$ cat src/rtl/sdram_burst_mover.sv
`default_nettype none
// ============================================================================
//  Module   : sdram_burst_mover
//  Purpose  : Avalon-MM burst DMA engine; copies or fills LEN words through
//             one shared master port, reporting done and a cycle count.
//  Revision : 1.0  initial release
// ============================================================================
module sdram_burst_mover #(
    parameter int DATA_W    = 16,
    parameter int ADDR_W    = 32,
    parameter int LEN_W     = 16,
    parameter int MAX_BURST = 8,
    parameter int BC_W      = 4
) (
    input  logic              clk_clk,
    input  logic              reset_reset_n,
    input  logic              start,
    input  logic              mode_fill,
    input  logic [ADDR_W-1:0] src_addr,
    input  logic [ADDR_W-1:0] dst_addr,
    input  logic [LEN_W-1:0]  len_words,
    input  logic [DATA_W-1:0] fill_data,
    output logic              busy,
    output logic              done,
    output logic [31:0]       cycle_count,
    output logic [ADDR_W-1:0] avm_address,
    output logic              avm_read,
    output logic              avm_write,
    output logic [BC_W-1:0]   avm_burstcount,
    output logic              avm_beginbursttransfer,
    output logic [DATA_W-1:0] avm_writedata,
    input  logic              avm_waitrequest,
    input  logic [DATA_W-1:0] avm_readdata,
    input  logic              avm_readdatavalid
);

    localparam logic [2:0] c_st_idle     = 3'd0;
    localparam logic [2:0] c_st_rd_cmd   = 3'd1;
    localparam logic [2:0] c_st_rd_data  = 3'd2;
    localparam logic [2:0] c_st_wr_burst = 3'd3;
    localparam logic [2:0] c_st_finish   = 3'd4;

    localparam int                c_idx_w   = (MAX_BURST > 1) ? $clog2(MAX_BURST) : 1;
    localparam logic [LEN_W-1:0]  c_max_len = LEN_W'(MAX_BURST);
    localparam logic [ADDR_W-1:0] c_bytes   = ADDR_W'(DATA_W / 8);

    logic [2:0]        r_state;
    logic [2:0]        w_next_state;
    logic              r_mode_fill;
    logic [ADDR_W-1:0] r_rd_ptr;
    logic [ADDR_W-1:0] r_wr_ptr;
    logic [LEN_W-1:0]  r_remaining;
    logic [DATA_W-1:0] r_fill_data;
    logic [BC_W-1:0]   r_rd_cnt;
    logic [BC_W-1:0]   r_wr_cnt;
    logic              r_busy;
    logic              r_done;
    logic [31:0]       r_cycle_count;
    logic [ADDR_W-1:0] r_avm_address;
    logic              r_avm_read;
    logic              r_avm_write;
    logic [BC_W-1:0]   r_avm_burstcount;
    logic              r_avm_begin;
    logic [DATA_W-1:0] r_avm_writedata;
    logic [DATA_W-1:0] r_buf [MAX_BURST];

    logic [BC_W-1:0]    w_burst;
    logic               w_last_rd;
    logic               w_last_wr;
    logic [LEN_W-1:0]   w_rem_next;
    logic [ADDR_W-1:0]  w_step;
    logic [c_idx_w-1:0] w_wr_next_idx;

    // Burst length only changes when remaining changes, i.e. at the end of a write burst.
    assign w_burst       = (r_remaining > c_max_len) ? BC_W'(MAX_BURST) : r_remaining[BC_W-1:0];
    assign w_last_rd     = (r_rd_cnt == w_burst - BC_W'(1));
    assign w_last_wr     = (r_wr_cnt == w_burst - BC_W'(1));
    assign w_rem_next    = r_remaining - LEN_W'(w_burst);
    assign w_step        = ADDR_W'(w_burst) * c_bytes;
    assign w_wr_next_idx = r_wr_cnt[c_idx_w-1:0] + c_idx_w'(1);

    always_ff @(posedge clk_clk) begin
        if (!reset_reset_n) begin
            r_state <= c_st_idle;
        end else begin
            r_state <= w_next_state;
        end
    end

    always_comb begin
        w_next_state = r_state;
        case (r_state)
            c_st_idle: begin
                if (start) begin
                    if (len_words == '0) begin
                        w_next_state = c_st_finish;
                    end else if (mode_fill) begin
                        w_next_state = c_st_wr_burst;
                    end else begin
                        w_next_state = c_st_rd_cmd;
                    end
                end
            end
            c_st_rd_cmd: begin
                if (r_avm_read && !avm_waitrequest) begin
                    w_next_state = c_st_rd_data;
                end
            end
            c_st_rd_data: begin
                if (avm_readdatavalid && w_last_rd) begin
                    w_next_state = c_st_wr_burst;
                end
            end
            c_st_wr_burst: begin
                if (r_avm_write && !avm_waitrequest && w_last_wr) begin
                    if (w_rem_next != '0) begin
                        w_next_state = r_mode_fill ? c_st_wr_burst : c_st_rd_cmd;
                    end else begin
                        w_next_state = c_st_finish;
                    end
                end
            end
            c_st_finish: w_next_state = c_st_idle;
            default:     w_next_state = c_st_idle;
        endcase
    end

    // Read-data buffer; emptiness is tracked by the counters, so contents need no reset.
    always_ff @(posedge clk_clk) begin
        if (reset_reset_n && (r_state == c_st_rd_data) && avm_readdatavalid) begin
            r_buf[r_rd_cnt[c_idx_w-1:0]] <= avm_readdata;
        end
    end

    always_ff @(posedge clk_clk) begin
        if (!reset_reset_n) begin
            r_mode_fill      <= 1'b0;
            r_rd_ptr         <= '0;
            r_wr_ptr         <= '0;
            r_remaining      <= '0;
            r_fill_data      <= '0;
            r_rd_cnt         <= '0;
            r_wr_cnt         <= '0;
            r_busy           <= 1'b0;
            r_done           <= 1'b0;
            r_cycle_count    <= '0;
            r_avm_address    <= '0;
            r_avm_read       <= 1'b0;
            r_avm_write      <= 1'b0;
            r_avm_burstcount <= '0;
            r_avm_begin      <= 1'b0;
            r_avm_writedata  <= '0;
        end else begin
            r_avm_begin <= 1'b0;
            if (r_busy && (r_cycle_count != '1)) begin
                r_cycle_count <= r_cycle_count + 32'd1;
            end
            case (r_state)
                c_st_idle: begin
                    if (start) begin
                        r_mode_fill   <= mode_fill;
                        r_rd_ptr      <= src_addr;
                        r_wr_ptr      <= dst_addr;
                        r_remaining   <= len_words;
                        r_fill_data   <= fill_data;
                        r_busy        <= 1'b1;
                        r_done        <= 1'b0;
                        r_cycle_count <= '0;
                    end
                end
                c_st_rd_cmd: begin
                    if (!r_avm_read) begin
                        r_avm_read       <= 1'b1;
                        r_avm_address    <= r_rd_ptr;
                        r_avm_burstcount <= w_burst;
                        r_avm_begin      <= 1'b1;
                        r_rd_cnt         <= '0;
                    end else if (!avm_waitrequest) begin
                        r_avm_read <= 1'b0;
                    end
                end
                c_st_rd_data: begin
                    if (avm_readdatavalid) begin
                        r_rd_cnt <= r_rd_cnt + BC_W'(1);
                    end
                end
                c_st_wr_burst: begin
                    if (!r_avm_write) begin
                        r_avm_write      <= 1'b1;
                        r_avm_address    <= r_wr_ptr;
                        r_avm_burstcount <= w_burst;
                        r_avm_begin      <= 1'b1;
                        r_avm_writedata  <= r_mode_fill ? r_fill_data : r_buf[0];
                        r_wr_cnt         <= '0;
                    end else if (!avm_waitrequest) begin
                        if (w_last_wr) begin
                            r_avm_write <= 1'b0;
                            r_remaining <= w_rem_next;
                            r_rd_ptr    <= r_rd_ptr + w_step;
                            r_wr_ptr    <= r_wr_ptr + w_step;
                        end else begin
                            r_wr_cnt        <= r_wr_cnt + BC_W'(1);
                            r_avm_writedata <= r_mode_fill ? r_fill_data : r_buf[w_wr_next_idx];
                        end
                    end
                end
                c_st_finish: begin
                    r_busy <= 1'b0;
                    r_done <= 1'b1;
                end
                default: ;
            endcase
        end
    end

    assign busy                   = r_busy;
    assign done                   = r_done;
    assign cycle_count            = r_cycle_count;
    assign avm_address            = r_avm_address;
    assign avm_read               = r_avm_read;
    assign avm_write              = r_avm_write;
    assign avm_burstcount         = r_avm_burstcount;
    assign avm_beginbursttransfer = r_avm_begin;
    assign avm_writedata          = r_avm_writedata;

endmodule
`default_nettype wire

$ cat config.mk
export PLATFORM = sky130hd
export DESIGN_NAME = sdram_burst_mover
export DESIGN_NICKNAME = d
export VERILOG_FILES = /design/src/rtl/sdram_burst_mover.sv
export SDC_FILE = /design/constraint.sdc
export NUM_CORES = 1
export LEC_CHECK = 0
export CAP_MARGIN = 5
export CORE_MARGIN = 1
export CORE_UTILIZATION = 42
export CTS_BUF_LIST = sky130_fd_sc_hd__clkbuf_16
export DETAILED_ROUTE_END_ITERATION = 16
export DONT_BUFFER_PORTS = 1
export SLEW_MARGIN = 20
export SYNTH_ARGS = -nofsm -noshare
export SYNTH_HDL_FRONTEND = slang
export SYNTH_SLANG_ARGS = --single-unit
$ cat constraint.sdc
create_clock -name clk_clk -period 5.2 [get_ports clk_clk]
set_clock_uncertainty 0.2 [all_clocks]
set_input_delay 0.26 -clock clk_clk [delete_from_list [all_inputs] [get_ports clk_clk]]
set_output_delay 0.26 -clock clk_clk [all_outputs]
set_load 0.02 [all_outputs]
# --- After elaboration in Yosys (flattened, before gate mapping) ---
# Memory sizes are Yosys's and may differ from the RTL's.
# Index checks and enable logic that the tools add are counted.
totals:
  register_bits: 197
  ram_bits: 128
  inputBits: 118
  out_inout_bits: 89
  wordCells: 127
  mem_count: 1
op_classes:
  addsub: 8
  n_lt_le_gt_ge: 1
  n_eq_ne: 19
  mux: 59
  n_reduce_logical: 22
memory_table:
  columns: ["memory", "depth", "width", "rd", "rd_clocked_by_memory_dff", "wr", "line_no", "rtl"]
  rows:
  - ["r_buf", 8, 16, 2, 0, 1, "65", "logic [DATA_W-1:0] r_buf [MAX_BURST];"]
op_table:
  columns: ["operator", "n"]
  rows:
  - ["32-bit two-way mux", 13]
  - ["32-bit case mux with 2 select lines", 3]
  - ["16-bit two-way mux", 9]
  - ["32-bit by 5-bit adder with 32-bit output", 2]
  - ["32-bit by 1-bit adder with 32-bit output (second input constant)", 1]
  - ["4-bit two-way mux", 8]
  - ["32-bit != test (second input constant)", 1]
  - ["16-bit case mux with 2 select lines", 1]
  - ["2-bit != test (second input constant)", 12]
  - ["3-bit two-way mux", 6]
  - ["16-bit by 4-bit greater-than comparator with 1-bit output (second input constant)", 1]
  - ["16-bit zero test", 1]
  - ["4-bit case mux with 2 select lines", 2]
  - ["16-bit nonzero test", 1]
  - ["16-bit by 4-bit subtractor with 16-bit output", 1]
  - ["3-bit case mux with 4 select lines", 1]
  - ["1-bit two-way mux", 11]
  - ["3-bit AND reduction", 3]
  - ["4-bit by 1-bit adder with 4-bit output (second input constant)", 2]
  - ["4-bit equality test", 2]
  - ["2-bit nonzero test", 4]
  - ["1-bit logical AND", 7]
  - ["3-bit by 2-bit equality test with 1-bit output (second input constant)", 2]
  - ["1-bit case mux with 2 select lines", 3]
  - ["other kinds (10)", 12]

# --- Depth between registers and ports, before layout ---
depth:
  ltp_word: 8
  mapped_depth: 15
  depth_no_buf: 13

# --- Least setup slack after synthesis ---
# OpenSTA, ideal clock, no wires.
synth_timing:
  path_type: "register to register"
  from: "reg r_remaining[8]"
  to: "reg r_wr_ptr[27]"
  setup_ns: 0.137
  arrival_ns: 3.345
  t_required_ns: 4.863
  setup_slack_ns: 1.517
  stages_incl_launch_ff: 14
  n_path_buf: 2
  period_less_slack_ns: 3.683
  cell_sequence: "dfxtp_1 -> buf_2 -> nor4_2 -> nand3_1 -> a21oi_1 -> nand2_1 -> fa_1 -> nor2b_1 -> o21ai_0 -> and2_1 -> clkbuf_1 -> or3_1 -> o32ai_1 -> a211oi_1"
synth_via:
  elab_chain_cells: 7
  word_cells_on_any_way: 11
  classes_between: "2 x add/sub; 1 x order compare; 2 x eq/ne; 5 x mux; 1 x reduce/logical"
synth_lines:
  columns: ["element", "line_no", "rtl"]
  rows:
  - ["start, declared", "52", "logic [LEN_W-1:0] r_remaining;"]
  - ["start signal, assigned", "164", "r_remaining <= len_words;"]
  - ["start signal, assigned", "198", "r_remaining <= w_rem_next;"]
  - ["16-bit by 4-bit greater-than comparator with 1-bit output (*)", "75", "assign w_burst = (r_remaining > c_max_len) ? BC_W'(MAX_BURST) : r_remaining[BC_W-1:0];"]
  - ["4-bit two-way mux (*)", "75", null]
  - ["32-bit by 5-bit adder with 32-bit output", "200", "r_wr_ptr <= r_wr_ptr + w_step;"]
  - ["32-bit two-way mux", "196", "if (w_last_wr) begin"]
  - ["32-bit two-way mux", "195", "end else if (!avm_waitrequest) begin"]
  - ["32-bit two-way mux", "188", "if (!r_avm_write) begin"]
  - ["32-bit case mux with 2 select lines", "158", "case (r_state)"]
  - ["end signal, assigned", "163", "r_wr_ptr <= dst_addr;"]
  - ["end signal, assigned", "200", null]
  - ["end, declared", "51", "logic [ADDR_W-1:0] r_wr_ptr;"]
# Every way passes the cells marked *; elsewhere a longest branch is shown, timed or not. The select of a mux whose other input is x is not followed.
# A chain may end at the register's enable or synchronous reset.

# --- Worst setup path in the final report ---
layout_timing:
  from: "reg r_remaining[8]"
  to: "reg r_rd_ptr[19]"
layout_via:
  elab_chain_cells: 7
  word_cells_on_any_way: 11
  classes_between: "2 x add/sub; 1 x order compare; 2 x eq/ne; 5 x mux; 1 x reduce/logical"
layout_lines:
  columns: ["element", "line_no", "rtl"]
  rows:
  - ["16-bit by 4-bit greater-than comparator with 1-bit output (*)", "75", null]
  - ["4-bit two-way mux (*)", "75", null]
  - ["32-bit by 5-bit adder with 32-bit output", "199", "r_rd_ptr <= r_rd_ptr + w_step;"]
  - ["32-bit two-way mux", "196", null]
  - ["32-bit two-way mux", "195", null]
  - ["32-bit two-way mux", "188", null]
  - ["32-bit case mux with 2 select lines", "158", null]
  - ["end signal, assigned", "162", "r_rd_ptr <= src_addr;"]
  - ["end signal, assigned", "199", null]
  - ["end, declared", "50", "logic [ADDR_W-1:0] r_rd_ptr;"]
# Marked as above.

==> results.toml <==
[yosys]
synthAdderAreaFrac_pct = 1.374
ys_types = 78
synth-seq-area-share_pct = 50.29
synth_area_per_cell_um2 = 9.576
yosys_warnings = 0
synth_top_area_cell = "dfxtp_1"
synth-edff-count = 128
synthMuxAreaShare_pct = 5.891
synth_most_common_cell = "nand2_1"
synth_ff_type = "dfxtp_1"
synth_compound_gate_area_share_pct = 17.12
synth_xor_area_share_pct = 3.224
synthTopCellsByArea = "dfxtp_1, edfxtp_1, nand2_1"
synth_top_family_by_area = "simple AND/OR/NAND/NOR gates"
syn-num-nets = 1750
ys_ff_latch = 325
synth-simple-area-share_pct = 18.20
synth_area_mm2 = 0.01548
ys_async_sr_fraction_pct = 0
synth_common_cells = "nand2_1, dfxtp_1, nor2_1"
netlist_instances = 1617
yosysTopAreaCellShare_pct = 25.47

[layout]
drive_gt1_share_pct = 7.895
instances_no_fill = 2174
nNetsFinal = 1814
regArea_mm2 = 0.007790
syn_to_final_growth_pct = 18.08
multi_input_area_mm2 = 0.007192
fin_area_mm2 = 0.01828
nFillCells = 3341

[detailed_routing]
ant_nets = 0
via_count = 12670
drt-initial-drc-count = 875
wl_per_cell_um = 20.29
first_pass_iters = 7
postRouteWirelength_um = 44120
route.detailed.drc = 0
vias_per_cell = 5.826

[global_routing]
gr-usage-all-layers_pct = 23.20
grt_pass1_wl_um = 69230
gr-total-overflow = 0
grt_max_degree = 109
grt_pass1_vias = 12180
antenna_found_initial = 5

[timing]
fmax_mhz = 217.7
slew_headroom_pct = 24.95
rsz0062_at_grt = "no"
fin_crit_sh_pct = 88.33
finalMaxSlewViolations = 0
whs_ns = 0.08038
finalSetupViolCount = 0
worst_slew_pin_slew_ns = 1.125
setup_tns_ns = 0
period_minus_slack_ns = 4.593
hold_viol = 0

[floorplanning]
core_mm2 = 0.03591
pin_count = 207
die_h_um = 194.0
die_w_um = 194.0
rows = 69
die_area_mm2 = 0.03764
initial_core_util_pct = 43.11

[clocking]
clock_latency_ns = 0.55
numClockSinks = 325
cts.htree.levels = 2
cts_buffer_depth = 3
cts_root_buf = "clkbuf_16"
tritoncts = "yes"
post_cts_resized = 0
numCtsBuffers = 38
cts.clk_slew.worst_paths_ns = 0.06

[power_and_ir_drop]
pwr-share-clk_pct = 31.1
swShare_pct = 35.96
pwr-share-seq_pct = 44.3
power_density_mw_per_mm2 = 444.3
comb_power_share_pct = 24.7
p_int_mw = 5.202
peakVddDrop_v = 0.0002638
p_leak_nw = 6.126
power.switching_mw = 2.921

[critical_path]
worst_setup_path_start_kind = "flop"
path_max_fanout = 17
end_kind = "flop"
critical_path_required_ns = 5.47
crit_arrival_ns = 4.87
crit_type = "flop to flop"

[placed_design]
placed_cell_area_mm2 = 0.01575
place_inst = 1971
portBuffers = 0
gp_congestion = 0.8941
dp_hpwl_um = 28000

[status]
run_status = "finished clean"

[flow_run]
max-cap-violations = 0

[hold_path]
worstHoldPathType = "primary input to flop"
final timing paths:
check                    to           start  cells after the start  slack, ns
max            r_rd_ptr[19]  r_remaining[8]                     12       0.61
min          cycle_count[1]   reset_reset_n                      2       0.08
max reg2reg    r_rd_ptr[19]  r_remaining[8]                     12       0.61
min reg2reg     r_rd_ptr[0]     r_rd_ptr[0]                      2       0.26
repair_timing:
item,in CTS,in global routing
hold endpoints to repair,253,0
endpoints found under the setup margin,0,0
hold buffers,131,0
buffers inserted,0,0
cell families after synthesis:
| group | after synthesis |
|---|---|
| other cells | 1 |
| flops | 325 |
| compound gates | 410 |
| mux | 51 |
| buf+inv | 145 |
| fa+ha+maj | 16 |
| simple gates | 612 |
| xor+xnor | 57 |
layout by cell type (no fill, tap or decap), types with 5 or more instances in the layout:
master / instances
o31a_1: 6
mux2i_1: 18
or4_1: 6
a211oi_1: 37
nand2_1: 248
edfxtp_1: 128
a311oi_1: 34
a22o_1: 10
buf_4: 11
nor2_1: 142
o31ai_1: 16
clkbuf_16: 39
a31oi_1: 12
nor4_1: 14
a21oi_1: 135
and3_1: 26
xor2_1: 22
clkinv_1: 10
nand4_1: 25
nor3_1: 20
ha_1: 13
inv_1: 32
nor2_4: 5
nand3_1: 51
and4_1: 6
o211ai_1: 12
o32ai_1: 5
nor2b_1: 16
and2_1: 12
nand2b_1: 9
xnor2_1: 35
mux4_2: 32
o21ai_0: 68
dlygate4sd3_1: 130
or3_1: 7
o21ai_1: 21
dfxtp_1: 195
through the flow:
stage                     setup slack [ns]  utilization (%)  total power, mW
after floorplan                      1.517                -            4.977
after global placement              0.8554            43.86            5.484
after detailed placement            0.7057            43.86            5.515
after CTS                           0.6809            50.80            8.170
after global routing                0.3144            50.91            8.560
final                               0.6070            50.91            8.123
layer usage:
metal	global-route usage [%]	wire (um)	share of wire, %	vias up
li1	-	-	-	6066
met3	5.010	2901	6.6	86
met4	9.465	1544	3.5	4
met2	37.77	20770	47	388
met1	29.95	18880	43	6121
met5	0	20	0.045	-
sequential cells by signal, summed over array words and instances (netlist names):
name,count
done,1
r_rd_ptr,32
cycle_count,32
avm_writedata,16
r_remaining,16
avm_beginbursttransfer,1
avm_write,1
r_buf,128
r_fill_data,16
avm_read,1
r_wr_cnt,4
r_state,3
r_mode_fill,1
r_rd_cnt,4
avm_burstcount,4
r_wr_ptr,32
avm_address,32
busy,1
power by group through the flow:
stage | Combinational (mW) | Clock [mW] | Sequential (mW)
floorplan | 1.55 | 0 | 3.43
global placement | 1.85 | 0 | 3.64
detailed placement | 1.87 | 0 | 3.65
CTS | 2.00 | 2.58 | 3.59
global route | 2.25 | 2.67 | 3.64
finish | 2.01 | 2.52 | 3.60
layout make-up:
| cell class | instances | area share, % |
|---|---|---|
| inverter | 24 | 0.5064 |
| antenna | 3 | 0.04106 |
| timing repair buffer | 145 | 8.000 |
| multi-input combinational | 1147 | 39.33 |
| clock buffer | 39 | 5.338 |
| tap | 461 | 3.155 |
| clock inverter | 30 | 1.020 |
| sequential | 325 | 42.61 |
critical path, stage by stage (launching register included):
cell     delay (ns)
dfxtp_1        0.39
nor4_2         0.59
nand3_1        0.31
a21oi_1        0.42
nand2_1        0.27
ha_1           0.41
xor2_1         0.19
nor2b_1        0.18
o21ai_2        0.08
nand2_2        0.16
nand3_1        0.58
or3_1          0.57
a31oi_1        0.15
(Power assumes the default switching activity.)
